[src/rtl/if_fetch_unit.sv]
`default_nettype none
// ============================================================================
//  Module   : if_fetch_unit
//  Brief    : Instruction fetch stage for the pipelined 16-bit MIPS core.
//             Owns the PC, drives the word address to a combinational-read
//             instruction memory and registers the returned word into IF/ID.
//             Handles stall, flush and branch redirect from later stages.
//  Options  : FETCH_HALT_EN - when defined, fetching an instruction whose
//             opcode equals HALT_OPCODE parks fetch in a HALTED state until
//             reset or a branch redirect.
//  Revision : 1.0 - initial release
// ============================================================================
module if_fetch_unit #(
    parameter logic [15:0] RESET_PC    = 16'h0000,
    parameter logic [15:0] NOP_WORD    = 16'h0000,
    parameter logic [3:0]  HALT_OPCODE = 4'hF
) (
    input  logic        clk,
    input  logic        rst,
    input  logic        stall,
    input  logic        flush,
    input  logic        br_taken,
    input  logic [15:0] br_target,
    output logic [15:0] imem_addr,
    input  logic [15:0] imem_data,
    output logic [15:0] pc,
    output logic [15:0] ifid_instr,
    output logic [15:0] ifid_pc1,
    output logic        ifid_valid,
    output logic        halted
);

    localparam logic [15:0] c_PC_STEP = 16'd1;

    logic [15:0] r_pc;
    logic [15:0] r_ifid_instr;
    logic [15:0] r_ifid_pc1;
    logic        r_ifid_valid;
    logic [15:0] w_pc_next;

    // Sequential increment wraps modulo 2^16 by construction.
    assign w_pc_next = r_pc + c_PC_STEP;

`ifdef FETCH_HALT_EN
    typedef enum logic [0:0] {
        ST_RUN    = 1'b0,
        ST_HALTED = 1'b1
    } state_t;

    state_t r_state;
    logic   w_is_halt;

    assign w_is_halt = (imem_data[15:12] == HALT_OPCODE);
`endif

    // PC, IF/ID register and fetch state; priority rst > br_taken > halted > flush > stall.
    always_ff @(posedge clk) begin
        if (rst) begin
            r_pc         <= RESET_PC;
            r_ifid_instr <= NOP_WORD;
            r_ifid_pc1   <= 16'h0000;
            r_ifid_valid <= 1'b0;
`ifdef FETCH_HALT_EN
            r_state      <= ST_RUN;
`endif
        end else if (br_taken) begin
            // Redirect squashes whatever was fetched on the wrong path.
            r_pc         <= br_target;
            r_ifid_instr <= NOP_WORD;
            r_ifid_pc1   <= 16'h0000;
            r_ifid_valid <= 1'b0;
`ifdef FETCH_HALT_EN
            r_state      <= ST_RUN;
`endif
        end
`ifdef FETCH_HALT_EN
        else if (r_state == ST_HALTED) begin
            // Parked: PC holds, stall/flush are irrelevant, IF/ID stays empty.
            r_ifid_instr <= NOP_WORD;
            r_ifid_pc1   <= 16'h0000;
            r_ifid_valid <= 1'b0;
        end
`endif
        else if (flush) begin
            // Bubble into IF/ID; PC is kept so the current address is refetched.
            r_ifid_instr <= NOP_WORD;
            r_ifid_pc1   <= 16'h0000;
            r_ifid_valid <= 1'b0;
        end else if (!stall) begin
            r_pc         <= w_pc_next;
            r_ifid_instr <= imem_data;
            r_ifid_pc1   <= w_pc_next;
            r_ifid_valid <= 1'b1;
`ifdef FETCH_HALT_EN
            // The halt word itself is delivered as a valid instruction.
            if (w_is_halt) begin
                r_state <= ST_HALTED;
            end
`endif
        end
    end

    assign imem_addr  = r_pc;
    assign pc         = r_pc;
    assign ifid_instr = r_ifid_instr;
    assign ifid_pc1   = r_ifid_pc1;
    assign ifid_valid = r_ifid_valid;

`ifdef FETCH_HALT_EN
    assign halted = (r_state == ST_HALTED);
`else
    // No halt support: the opcode parameter has no function in this build.
    logic w_unused_halt_opcode;
    assign w_unused_halt_opcode = ^HALT_OPCODE;
    assign halted = 1'b0;
`endif

endmodule
`default_nettype wire

[config.mk]
export PLATFORM = sky130hd
export DESIGN_NAME = if_fetch_unit
export DESIGN_NICKNAME = d
export VERILOG_FILES = /design/src/rtl/if_fetch_unit.sv
export SDC_FILE = /design/constraint.sdc
export NUM_CORES = 1
export LEC_CHECK = 0
export BUFFER_PORTS_ARGS = -buffer_cell sky130_fd_sc_hd__buf_2
export CAP_MARGIN = 20
export CORE_MARGIN = 2
export CORE_UTILIZATION = 48
export DETAILED_ROUTE_END_ITERATION = 16
export PLACE_DENSITY = 0.88
export SLEW_MARGIN = 10
export SYNTH_ARGS = -nofsm -noshare
export SYNTH_HDL_FRONTEND = slang
export SYNTH_SLANG_ARGS = --single-unit
export TNS_END_PERCENT = 100
[constraint.sdc]
create_clock -name clk -period 2 [get_ports clk]
set_clock_uncertainty 0.15 [all_clocks]
set_input_delay 0.4 -clock clk [delete_from_list [all_inputs] [get_ports clk]]
set_output_delay 0.4 -clock clk [all_outputs]
set_load 0.005 [all_outputs]
Word-level counts from Yosys, hierarchy flattened
Cells that the tools add are included.
Word-level totals
  register bits: 49
  latch bits: 0
  bits in writable memories: 0
  ROM bits: 0
  input bits: 37
  word-level logic and storage cells: 12
  memories: 0
Operators by class
  add/sub/neg operators: 1
  multipliers: 0
  div/mod/pow operators: 0
  $lt $le $gt $ge: 0
  equality and inequality tests: 2
  shift operators: 0
  multiplexer cells: 3
  bitwise operators: 0
  reduce and logical (&&, ||, !) cells: 2
Operators by type and width (number)
  16-bit two-way mux: 3
  16-bit by 1-bit adder with 16-bit output, second input constant: 1
  2-bit by 1-bit inequality test with 1-bit output, second input constant: 2
  3-bit OR reduction: 1
  2-bit AND reduction: 1

Depth between registers and ports, before layout
Gate-level depths: netlist of run 1.
  word-level depth: 4
  mapped depth: 6
  depth with buffers taken out: 5

Worst setup path before layout of run 1
No wires, ideal clock.
  path type: register -> register
  start: reg r_pc[0], in the netlist imem_addr[0]
  end: reg r_pc[14], in the netlist imem_addr[14]
  arrival time: 1.472 ns
  setup slack: 0.263 ns
  cell stages (with the launch flop): 6
  buffers on the path: 0
  path through: dfxtp_1 ha_1 nand4_1 nor4_1 xor2_1 o21a_1
On the way
  word-level cells in the longest chain between the ends: 4
Ends and longest elaborated chain
  start, declared: RTL line 35  | logic [15:0] r_pc;
  start signal, assigned: RTL line 68  | r_pc <= br_target;
  start signal, assigned: RTL line 90  | r_pc <= w_pc_next;
  16-bit by 1-bit adder with 16-bit output: RTL line 42  | assign w_pc_next = r_pc + c_PC_STEP;
  16-bit two-way mux: RTL line 89  | end else if (!stall) begin
  16-bit two-way mux: RTL line 84  | else if (flush) begin
  16-bit two-way mux: RTL line 66  | end else if (br_taken) begin
No other way between the ends. The select of a mux whose other input is x is not followed.
A chain may end at the register's enable or synchronous reset.

Final worst setup path of run 1
  start: reg r_pc[3], in the netlist imem_addr[3]
  end: reg r_pc[11], in the netlist imem_addr[11]
The elaborated chain is that of the path after synthesis.

==> results of run 1 <==
-- cells in the final DEF (no fill, tap or decap), types with 2 or more instances in the layout --
cell,instances
a21o_1,2
a21oi_1,22
buf_2,101
buf_4,14
clkbuf_8,5
dfxtp_1,49
inv_1,11
inv_6,3
mux2i_1,23
nand2_1,6
nand3_1,5
nand4_1,5
nor2_1,35
nor2b_1,4
nor3_1,8
nor3b_1,2
nor4_1,5
nor4_2,5
o21a_1,8
o21ai_0,11
or3_1,3
xnor2_1,15
xor2_1,7
-- how the worst max path moves through the flow --
stage	to	slack, ps
floorplan	imem_addr[14]	260
global placement	imem_addr[14]	180
detailed placement	imem_addr[13]	80
CTS	imem_addr[13]	50
global route	imem_addr[13]	5
finish	imem_addr[11]	130
-- worst max-delay path: cells and delay by family (launching register included) --
family | cells | cell delay, ps
simple gates | 3 | 840
flops | 1 | 410
compound gates | 1 | 350
-- sequential cells by signal, indices dropped and copies added, names as in the netlist --
signal,count
ifid_pc1,16
ifid_valid,1
imem_addr,16
ifid_instr,16
-- logic make-up (layout without fill, tap and decap cells) --
logic type / count (synthesis) / after routing / share of synthesized area (%)
AOI/OAI and AO/OA: 49 / 49 / 12.0
and+or+nand+nor: 85 / 85 / 18.2
muxes: 24 / 24 / 9.95
xor gates and xnor gates: 22 / 22 / 7.94
buffers and inverters: 49 / 135 / 10.8
adders and majority gates: 1 / 1 / 0.515
DFF: 49 / 49 / 40.4
other: 1 / 1 / 0.154
-- final cells by class --
class | instances | area [sq um]
multi-input combinational | 182 | 1220
timing repair buffer | 115 | 611
fill | 413 | 1750
clock inverter | 3 | 26.3
sequential | 49 | 981
inverter | 12 | 45.0
clock buffer | 5 | 68.8
tap | 67 | 83.8
-- synthesized netlist by cell type --
cell type	number
a2111oi_0	2
a211oi_1	1
a21o_1	2
a21oi_1	22
and3_1	1
and4b_1	1
buf_1	1
buf_2	1
buf_4	18
buf_6	1
clkbuf_1	15
clkbuf_2	1
conb_1	1
dfxtp_1	49
ha_1	1
inv_1	11
inv_2	1
mux2_2	1
mux2i_1	23
nand2_1	6
nand3_1	6
nand4_1	5
nand4_4	1
nand4bb_1	1
nor2_1	35
nor2b_1	4
nor3_1	9
nor3b_1	2
nor4_1	9
nor4_2	1
o211a_1	1
o21a_1	8
o21ai_0	11
o31ai_1	1
o32ai_1	1
or2_1	1
or3_1	3
xnor2_1	15
xor2_1	7
-- layer usage --
metal	vias up	global-route usage (%)
met4	0	6.55
li1	1108	-
met1	1064	25.0
met2	109	35.8
met3	8	5.62
met5	-	0
-- power by group through the flow --
stage / combinational, mW / clock, mW / sequential (mW)
CTS: 0.299 / 0.642 / 1.05
detailed placement: 0.297 / 0 / 1.07
global route: 0.331 / 0.686 / 1.05
floorplan: 0.185 / 0 / 1.07
global placement: 0.291 / 0 / 1.07
finish: 0.301 / 0.624 / 1.05
-- what timing repair did --
item	in CTS	in global routing
resized for setup	0	7
setup buffers	0	1
endpoints found under the setup margin	0	7
-- stage by stage --
stage / hold WS, ps / cell area, sq um / setup WS [ps] / utilization (%) / std cells
2_1_floorplan: 315 / 2430 / 263 / - / 280
3_3_place_gp: 294 / 2900 / 183 / 60.5 / 424
3_5_place_dp: 304 / 2900 / 75.7 / 60.5 / 424
4_1_cts: 161 / 2990 / 51.2 / 62.5 / 432
5_1_grt: 170 / 3040 / 5.37 / 63.5 / 433
6_report: 164 / 3040 / 128 / 63.5 / 433
==> reports/qor.yml, run 1 <==
synthesis:
  yosys-top-cells-area: "dfxtp_1 40%, mux2i_1 9.5%, buf_4 5.6%"
  synth_area_sq_um: 2430
  synth_nets: 318
  ys_types: 39
  synth_area_per_cell_sq_um: 8.67
  ys_warn_count: 0
  ys_seq_elements: 49
  yosys.area.top_type: "dfxtp_1"
  synth_cells: 280
  netlist.area_leader.share_pct: 40.4
  yosysSeqAreaShare_pct: 40.4
worst_hold_path:
  hp-start: "imem_data[4]"
  hold-path-endpoint: "ifid_instr[4]"
  min_path_type: "primary input to register"
  hold_depth: 3
floorplan:
  io_pins: 103
  coreArea_sq_um: 4790
  dieHeight_um: 75.1
  dieArea_sq_um: 5640
  rows: 25
  fp.dieW_um: 75.1
  initial_utilization_pct: 50.7
power:
  max-vdd-ir-drop_v: 0.000383
  power_density_nw_per_um2: 650
  swShare_pct: 28.2
  p_int_mw: 1.42
  power_switching_mw: 0.556
  clkPwrFrac_pct: 31.6
  fin_total_pwr_mw: 1.97
  comb_power_share_pct: 15.3
  power_frac_seq_pct: 53.1
  leakagePower_nw: 1.45
route:
  drc: 0
  drtPass1Iterations: 4
  vias_per_cell: 5.29
  routed_wirelength_um: 6010
  antenna_left: 0
  drt_iter0_markers: 94
  routedWlPerCell_um: 13.9
  top_layer: "met4"
  num_vias: 2289
  met2WireLength_um: 3000
  met3_length_um: 531
  wl_met1_um: 2400
place:
  dp_hpwl_um: 4300
  gp_congestion: 0.854
  numPortBuffers: 101
worst_setup_path:
  reg2reg_slack_ps: 130
  arrival_ps: 1910
  worstReg2RegStart: "imem_addr[3]"
  cp-start-kind: "register"
  r2r-end: "imem_addr[11]"
  worstSetupEndpointType: "register"
  slowest_delay_ps: 470
  critPathLaunch: "imem_addr[3]"
  path_max_fanout: 17
  cpMaxStageDelayCell: "nor4_1"
  path_cells: "nand4_4 > nor4_1 > nor3_1 > a2111oi_0"
  rr_worst_depth: 4
  required_ps: 2040
  crit_type: "register to register"
sta:
  setup_viol: 0
  tns_ps: 0
  rsz0062_at_grt: "no"
  period_share_pct: 93.6
  min_period_ps: 1870
  drv_slew: 0
  hold_viol_final: 0
  max_freq_ghz: 0.534
clock_network:
  clk_pin_slew_ps: 100
  clock-root-buffer: "clkbuf_8"
  cts_tree: "built"
  clock_path_buffers: 2
  clock_latency_ps: 310
  htreeDepth: 2
  numCtsBuffers: 5
  ctsHoldBuffers: 0
  cts_num_sinks: 49
global_routing:
  antenna_found_initial: 0
  grt_pass1_wl_um: 9000
  overflow: 0
  grt_pass1_vias: 2063
  grtUsageTotal_pct: 20.7
  grt_max_degree: 27
final_layout:
  antenna_cells: 0
  final_nets: 403
  layout-drive-gt1-share_pct: 36.3
  area_growth_pct: 25.1
run:
  drv_cap: 0
outcome:
  status: "completed"
Note: power is estimated with default switching activity, not from simulation.
==> run 2: changes to the inputs <==
--- a/config.mk
+++ b/config.mk
@@ -5,6 +5,7 @@
 export SDC_FILE = /design/constraint.sdc
 export NUM_CORES = 1
 export LEC_CHECK = 0
+export ABC_AREA = 1
 export BUFFER_PORTS_ARGS = -buffer_cell sky130_fd_sc_hd__buf_2
 export CAP_MARGIN = 20
 export CORE_MARGIN = 2
==> reports/qor.yml, run 2 <==
clock_network:
  clock_latency_ps: 310  # about the same
  ctsHoldBuffers: 0  # unchanged
  cts.repair.resized: 0  # unchanged
  clk_pin_slew_ps: 100  # about the same
  cts_tree: "built"
  cts_num_sinks: 49  # unchanged
  numCtsBuffers: 5  # unchanged
  post_cts_buffers: 0  # unchanged
  clock-root-buffer: "clkbuf_8"
  clock_path_buffers: 2  # unchanged
  htreeDepth: 2  # unchanged
synthesis:
  synth-main-ff-cell: "dfxtp_1"
  synth_most_common_cell: "nand2_1"
  ys_warn_count: 0  # unchanged
  ys_seq_elements: 49  # unchanged
  yosysSeqAreaShare_pct: 40.4  # about the same
  synth_area_sq_um: 2430  # about the same
  synth_nets: 395  # +24%
  synth-edff-count: 0  # unchanged
  yosys.area.top_type: "dfxtp_1"
  synth-async-reset-ratio_pct: 0  # unchanged
  synth_area_per_cell_sq_um: 6.80  # -22%
  yosys-top-cells-area: "dfxtp_1 40%, nand2_1 15%, a21oi_1 6.4%"
  synth_cells: 357  # +28%
  netlist.area_leader.share_pct: 40.4  # about the same
  yosys-top-cells-count: "98 x nand2_1, 49 x dfxtp_1, 39 x inv_1, 39 x nor2_1, 31 x a21oi_1"
  ys_types: 25  # -36%
final_layout:
  antenna_cells: 0  # unchanged
  final_common_cell: "buf_2"
  final_nets: 479  # +19%
  layout-drive-gt1-share_pct: 30.8  # -5.6 points
  area_growth_pct: 22.3
  fin_cells: 509  # +18%
  n_fill_cell: 452  # +9.4%
  layout_common_cells: "101 x buf_2, 98 x nand2_1, 49 x dfxtp_1, 39 x nor2_1, 39 x inv_1"
  fin_area_sq_um: 2970  # -2.2%
  final_util_pct: 62.0  # -1.4 points
floorplan:
  rows: 25  # unchanged
  io_pins: 103  # unchanged
  dieHeight_um: 75.1  # about the same
  coreArea_sq_um: 4790  # unchanged
  dieArea_sq_um: 5640  # about the same
  initial_utilization_pct: 50.7  # about the same
  fp.dieW_um: 75.1  # about the same
place:
  dpl-instance-area_sq_um: 2880  # -0.69%
  dp_hpwl_um: 4900  # +14%
  gp_congestion: 0.850  # -0.50%
  dp_slack_ps: 328  # +252 ps
  place_inst: 501  # +18%
  numPortBuffers: 101  # unchanged
route:
  drt_iter0_markers: 184  # +96%
  num_vias: 2498  # +9.1%
  drtPass1Iterations: 4  # unchanged
  drc: 0  # unchanged
  routed_wirelength_um: 6400  # +6.5%
  vias_per_cell: 4.91  # -7.2%
  routedWlPerCell_um: 12.6  # -9.4%
  antenna_left: 0  # unchanged
sta:
  min_period_ps: 1710  # -166 ps
  setup_viol: 0  # unchanged
  tns_ps: 0  # unchanged
  max_freq_ghz: 0.586  # +9.8%
  drv_slew: 0  # unchanged
  rsz0062_at_grt: "no"
  hold_viol_final: 0  # unchanged
  setup_ws_ps: 294  # +166 ps
  hold_slack_ps: 176  # +11.3 ps
  period_share_pct: 85.3  # -8.3 points
worst_setup_path:
  path_cells: "ha_1 > nand2_1 > nor2_2 > nand2_2 > nor2_1 > nand2_1 > nand3_1 > a21oi_1"
  path_max_fanout: 6  # -11
  worst_path_most_repeated_cell: "nand2_1"
  cp_top_family: "simple AND/OR/NAND/NOR gates"
  worstSetupEndpointType: "register"
  slowest_delay_ps: 480  # about the same
  crit_type: "register to register"
  cp-start-kind: "register"
  cpMaxStageDelayCell: "dfxtp_1"
  arrival_ps: 1750  # -160 ps
  required_ps: 2050  # about the same
  critPathBufInv: 0  # unchanged
global_routing:
  grt_max_degree: 28  # +3.7%
  overflow: 0  # unchanged
  grt_pass1_wl_um: 9930  # +10%
  antenna_found_initial: 0  # unchanged
  grtUsageTotal_pct: 23.3  # +2.5 points
  grt_pass1_vias: 2169  # +5.1%
power:
  power_density_nw_per_um2: 641  # -1.5%
  max-vdd-ir-drop_v: 0.000280  # -27%
  fin_total_pwr_mw: 1.90  # -3.7%
  leakagePower_nw: 1.56  # +7.6%
outcome:
  status: "completed"
worst_hold_path:
  min_path_type: "primary input to register"
run:
  drv_cap: 0  # unchanged
[run 2: metal layers]
metal  up-vias  GRT usage (%)  part of all wire (%)
li1       1257              -                     -
met1      1113           31.0                    41
met4         0           6.63                   1.4
met2       119           37.6                    49
met3         9           5.89                   8.6
met5         -              0                     0
[run 2: cell type report]
type	count	area, sq um	area share [%]
Inverter	43	161	5.44
Tap cell	67	83.8	2.82
Clock buffer	5	68.8	2.32
Multi-Input combinational cell	234	1090	36.8
Timing Repair Buffer	108	558	18.8
Clock inverter	3	22.5	0.759
Sequential cell	49	981	33.0
[run 2: where the power goes]
| group | switching (mW) | leakage, nW | internal (mW) |
|---|---|---|---|
| registers | 0.0392 | 0.399 | 1.01 |
| logic | 0.151 | 1.11 | 0.113 |
| clock network | 0.343 | 0.0481 | 0.249 |
[run 2: worst min-delay path: cells and delay by family]
| family | cells | cell delay [ps] |
|---|---|---|
| buffers and inverters | 1 | 90 |
| AO/OA/AOI/OAI | 1 | 50 |
| AND/OR/NAND/NOR | 1 | 50 |
[run 2: path summary, 6_finish.rpt]
path / from / to / slack (ps) / cells after the start
max reg2reg: imem_addr[0] / imem_addr[10] / 290 / 8
min: imem_data[5] / ifid_instr[5] / 180 / 3
min reg2reg: ifid_instr[0] / ifid_instr[0] / 320 / 2
max: imem_addr[0] / imem_addr[10] / 290 / 8
[run 2: logic make-up after synthesis]
kind of cell             count (synthesis)  share of synthesized area (%)
AND/OR/NAND/NOR                        162                           27.8
AO/OA/AOI/OAI                           63                           14.1
XOR/XNOR                                 7                           2.52
other                                    1                          0.154
adder cells (fa/ha/maj)                  1                          0.515
flip-flops                              49                           40.4
buffers and inverters                   74                           14.6
==> run 3: changes to the inputs <==
--- a/config.mk
+++ b/config.mk
@@ -11,7 +11,7 @@
 export CORE_MARGIN = 2
 export CORE_UTILIZATION = 48
 export DETAILED_ROUTE_END_ITERATION = 16
-export PLACE_DENSITY = 0.88
+export PLACE_DENSITY = 0.77
 export SLEW_MARGIN = 10
 export SYNTH_ARGS = -nofsm -noshare
 export SYNTH_HDL_FRONTEND = slang
==> reports/qor.yml, run 3 (synthesis gave the netlist of run 2 again) <==
outcome:
  status: "completed"
floorplan:
  rows: 25  # unchanged
  fp.dieW_um: 75.1  # unchanged
  io_pins: 103  # unchanged
  coreArea_sq_um: 4790  # unchanged
  initial_utilization_pct: 50.7  # unchanged
  dieArea_sq_um: 5640  # unchanged
  dieHeight_um: 75.1  # unchanged
sta:
  hold_slack_ps: 182  # +6.76 ps
  setup_viol: 0  # unchanged
  drv_slew: 0  # unchanged
  min_period_ps: 1650  # -55.6 ps
  tns_ps: 0  # unchanged
  setup_ws_ps: 350  # +55.6 ps
  period_share_pct: 82.5  # -2.8 points
  max_freq_ghz: 0.606  # +3.4%
  rsz0062_at_grt: "no"
  hold_viol_final: 0  # unchanged
final_layout:
  final_nets: 478  # -0.21%
  ff_latch_area_sq_um: 981  # unchanged
  multiInputGateArea_sq_um: 1090  # unchanged
  n_fill_cell: 463  # +2.4%
  area_growth_pct: 21.8
  fin_area_sq_um: 2960  # -0.38%
  layout-drive-gt1-share_pct: 30.4  # -0.38 points
  antenna_cells: 0  # unchanged
  final_common_cell: "buf_2"
  fin_cells: 508  # -0.20%
  layout_common_cells: "101 x buf_2, 98 x nand2_1, 49 x dfxtp_1, 39 x nor2_1, 39 x inv_1"
route:
  antenna_left: 0  # unchanged
  routed_wirelength_um: 6290  # -1.7%
  vias_per_cell: 4.79  # -2.5%
  drc: 0  # unchanged
  routedWlPerCell_um: 12.4  # -1.5%
  drt_iter0_markers: 175  # -4.9%
  num_vias: 2432  # -2.6%
  drtPass1Iterations: 4  # unchanged
worst_setup_path:
  worstSetupEndpointType: "register"
  critPathBufInv: 0  # unchanged
  cp-start-kind: "register"
  path_max_fanout: 6  # unchanged
  path_cells: "ha_1 > nand2_1 > nor2_2 > nand2_2 > nor2_1 > nand2_1 > nand3_1 > a21oi_1"
  crit_type: "register to register"
  arrival_ps: 1690  # -60 ps
  required_ps: 2040  # about the same
  cp_top_family: "simple AND/OR/NAND/NOR gates"
  worst_path_most_repeated_cell: "nand2_1"
  cpMaxStageDelayCell: "dfxtp_1"
  slowest_delay_ps: 450  # -30 ps
place:
  place_inst: 500  # -0.20%
  dpl-instance-area_sq_um: 2870  # -0.26%
  numPortBuffers: 101  # unchanged
  gp_congestion: 0.868  # +2.2%
  dp_slack_ps: 271  # -57.1 ps
  dp_hpwl_um: 4670  # -4.6%
global_routing:
  antenna_found_initial: 0  # unchanged
  grt_max_degree: 26  # -7.1%
  grt_pass1_vias: 2125  # -2.0%
  grtUsageTotal_pct: 22.7  # -0.57 points
  grt_pass1_wl_um: 9760  # -1.7%
  overflow: 0  # unchanged
run:
  drv_cap: 0  # unchanged
power:
  clkPwrFrac_pct: 30.5  # -0.6 points
  leakagePower_nw: 1.54  # -0.96%
  power_frac_seq_pct: 55.5  # +0.5 points
  comb_power_share_pct: 14.0  # about the same
  power_switching_mw: 0.516  # -3.2%
  power_density_nw_per_um2: 637  # -0.68%
  max-vdd-ir-drop_v: 0.000387  # +38%
  p_int_mw: 1.37  # -0.22%
  swShare_pct: 27.4  # -0.61 points
clock_network:
  clock_latency_ps: 300  # about the same
  cts_num_sinks: 49  # unchanged
  clock-root-buffer: "clkbuf_8"
  clock_path_buffers: 2  # unchanged
  htreeDepth: 2  # unchanged
  post_cts_buffers: 0  # unchanged
  cts_tree: "built"
  cts.repair.resized: 0  # unchanged
  ctsHoldBuffers: 0  # unchanged
  numCtsBuffers: 5  # unchanged
  clk_pin_slew_ps: 90  # about the same
worst_hold_path:
  min_path_type: "primary input to register"
[run 3: cell types whose count changed in the layout (fill, tap and decap cells not counted), sizes merged]
cell | previous run | this run
clkinv | 3 | 0
buf | 108 | 107
clkbuf | 5 | 6
clkinvlp | 0 | 2
[run 3: cell type report]
class / count / area share (%)
Tap cell: 67 / 2.83
Timing Repair Buffer: 107 / 18.6
Clock inverter: 2 / 0.508
Clock buffer: 6 / 2.45
Multi-Input combinational cell: 234 / 37.0
Inverter: 43 / 5.46
Sequential cell: 49 / 33.2
[run 3: metrics by stage]
step / power, mW / utilization (%)
after floorplan: 1.23 / -
after detailed placement: 1.33 / 60.0
after CTS: 1.90 / 61.8
after global placement: 1.33 / 60.0
after global routing: 1.97 / 61.8
final: 1.88 / 61.8
[run 3: worst paths after layout]
kind / start / endpoint / slack (ps) / cells past startpoint
setup / recovery: imem_addr[1] / imem_addr[10] / 350 / 8
hold / removal: imem_data[3] / ifid_instr[3] / 180 / 3
setup reg to reg: imem_addr[1] / imem_addr[10] / 350 / 8
hold reg to reg: ifid_instr[3] / ifid_instr[3] / 320 / 2
[run 3: tightest hold or removal path: stages]
cell	delay, ps
buf_2	90
nand2_1	50
a21oi_1	50
[run 3: power by group through the flow]
stage                     Combinational (mW)  Sequential [mW]  Clock (mW)
after global routing                   0.298             1.05       0.621
after CTS                              0.264             1.04       0.588
final                                  0.264             1.05       0.574
after global placement                 0.261             1.07           0
after floorplan                        0.164             1.06           0
after detailed placement               0.262             1.07           0
[run 3: routing by layer]
layer | up-vias | share of wire (%) | global-route usage, % | wire length [um]
met5 | - | 0 | 0 | 0
met4 | 0 | 0.95 | 5.07 | 60
met3 | 8 | 7.7 | 5.35 | 487
met2 | 95 | 47 | 36.9 | 2980
met1 | 1073 | 44 | 30.8 | 2760
li1 | 1256 | - | - | -
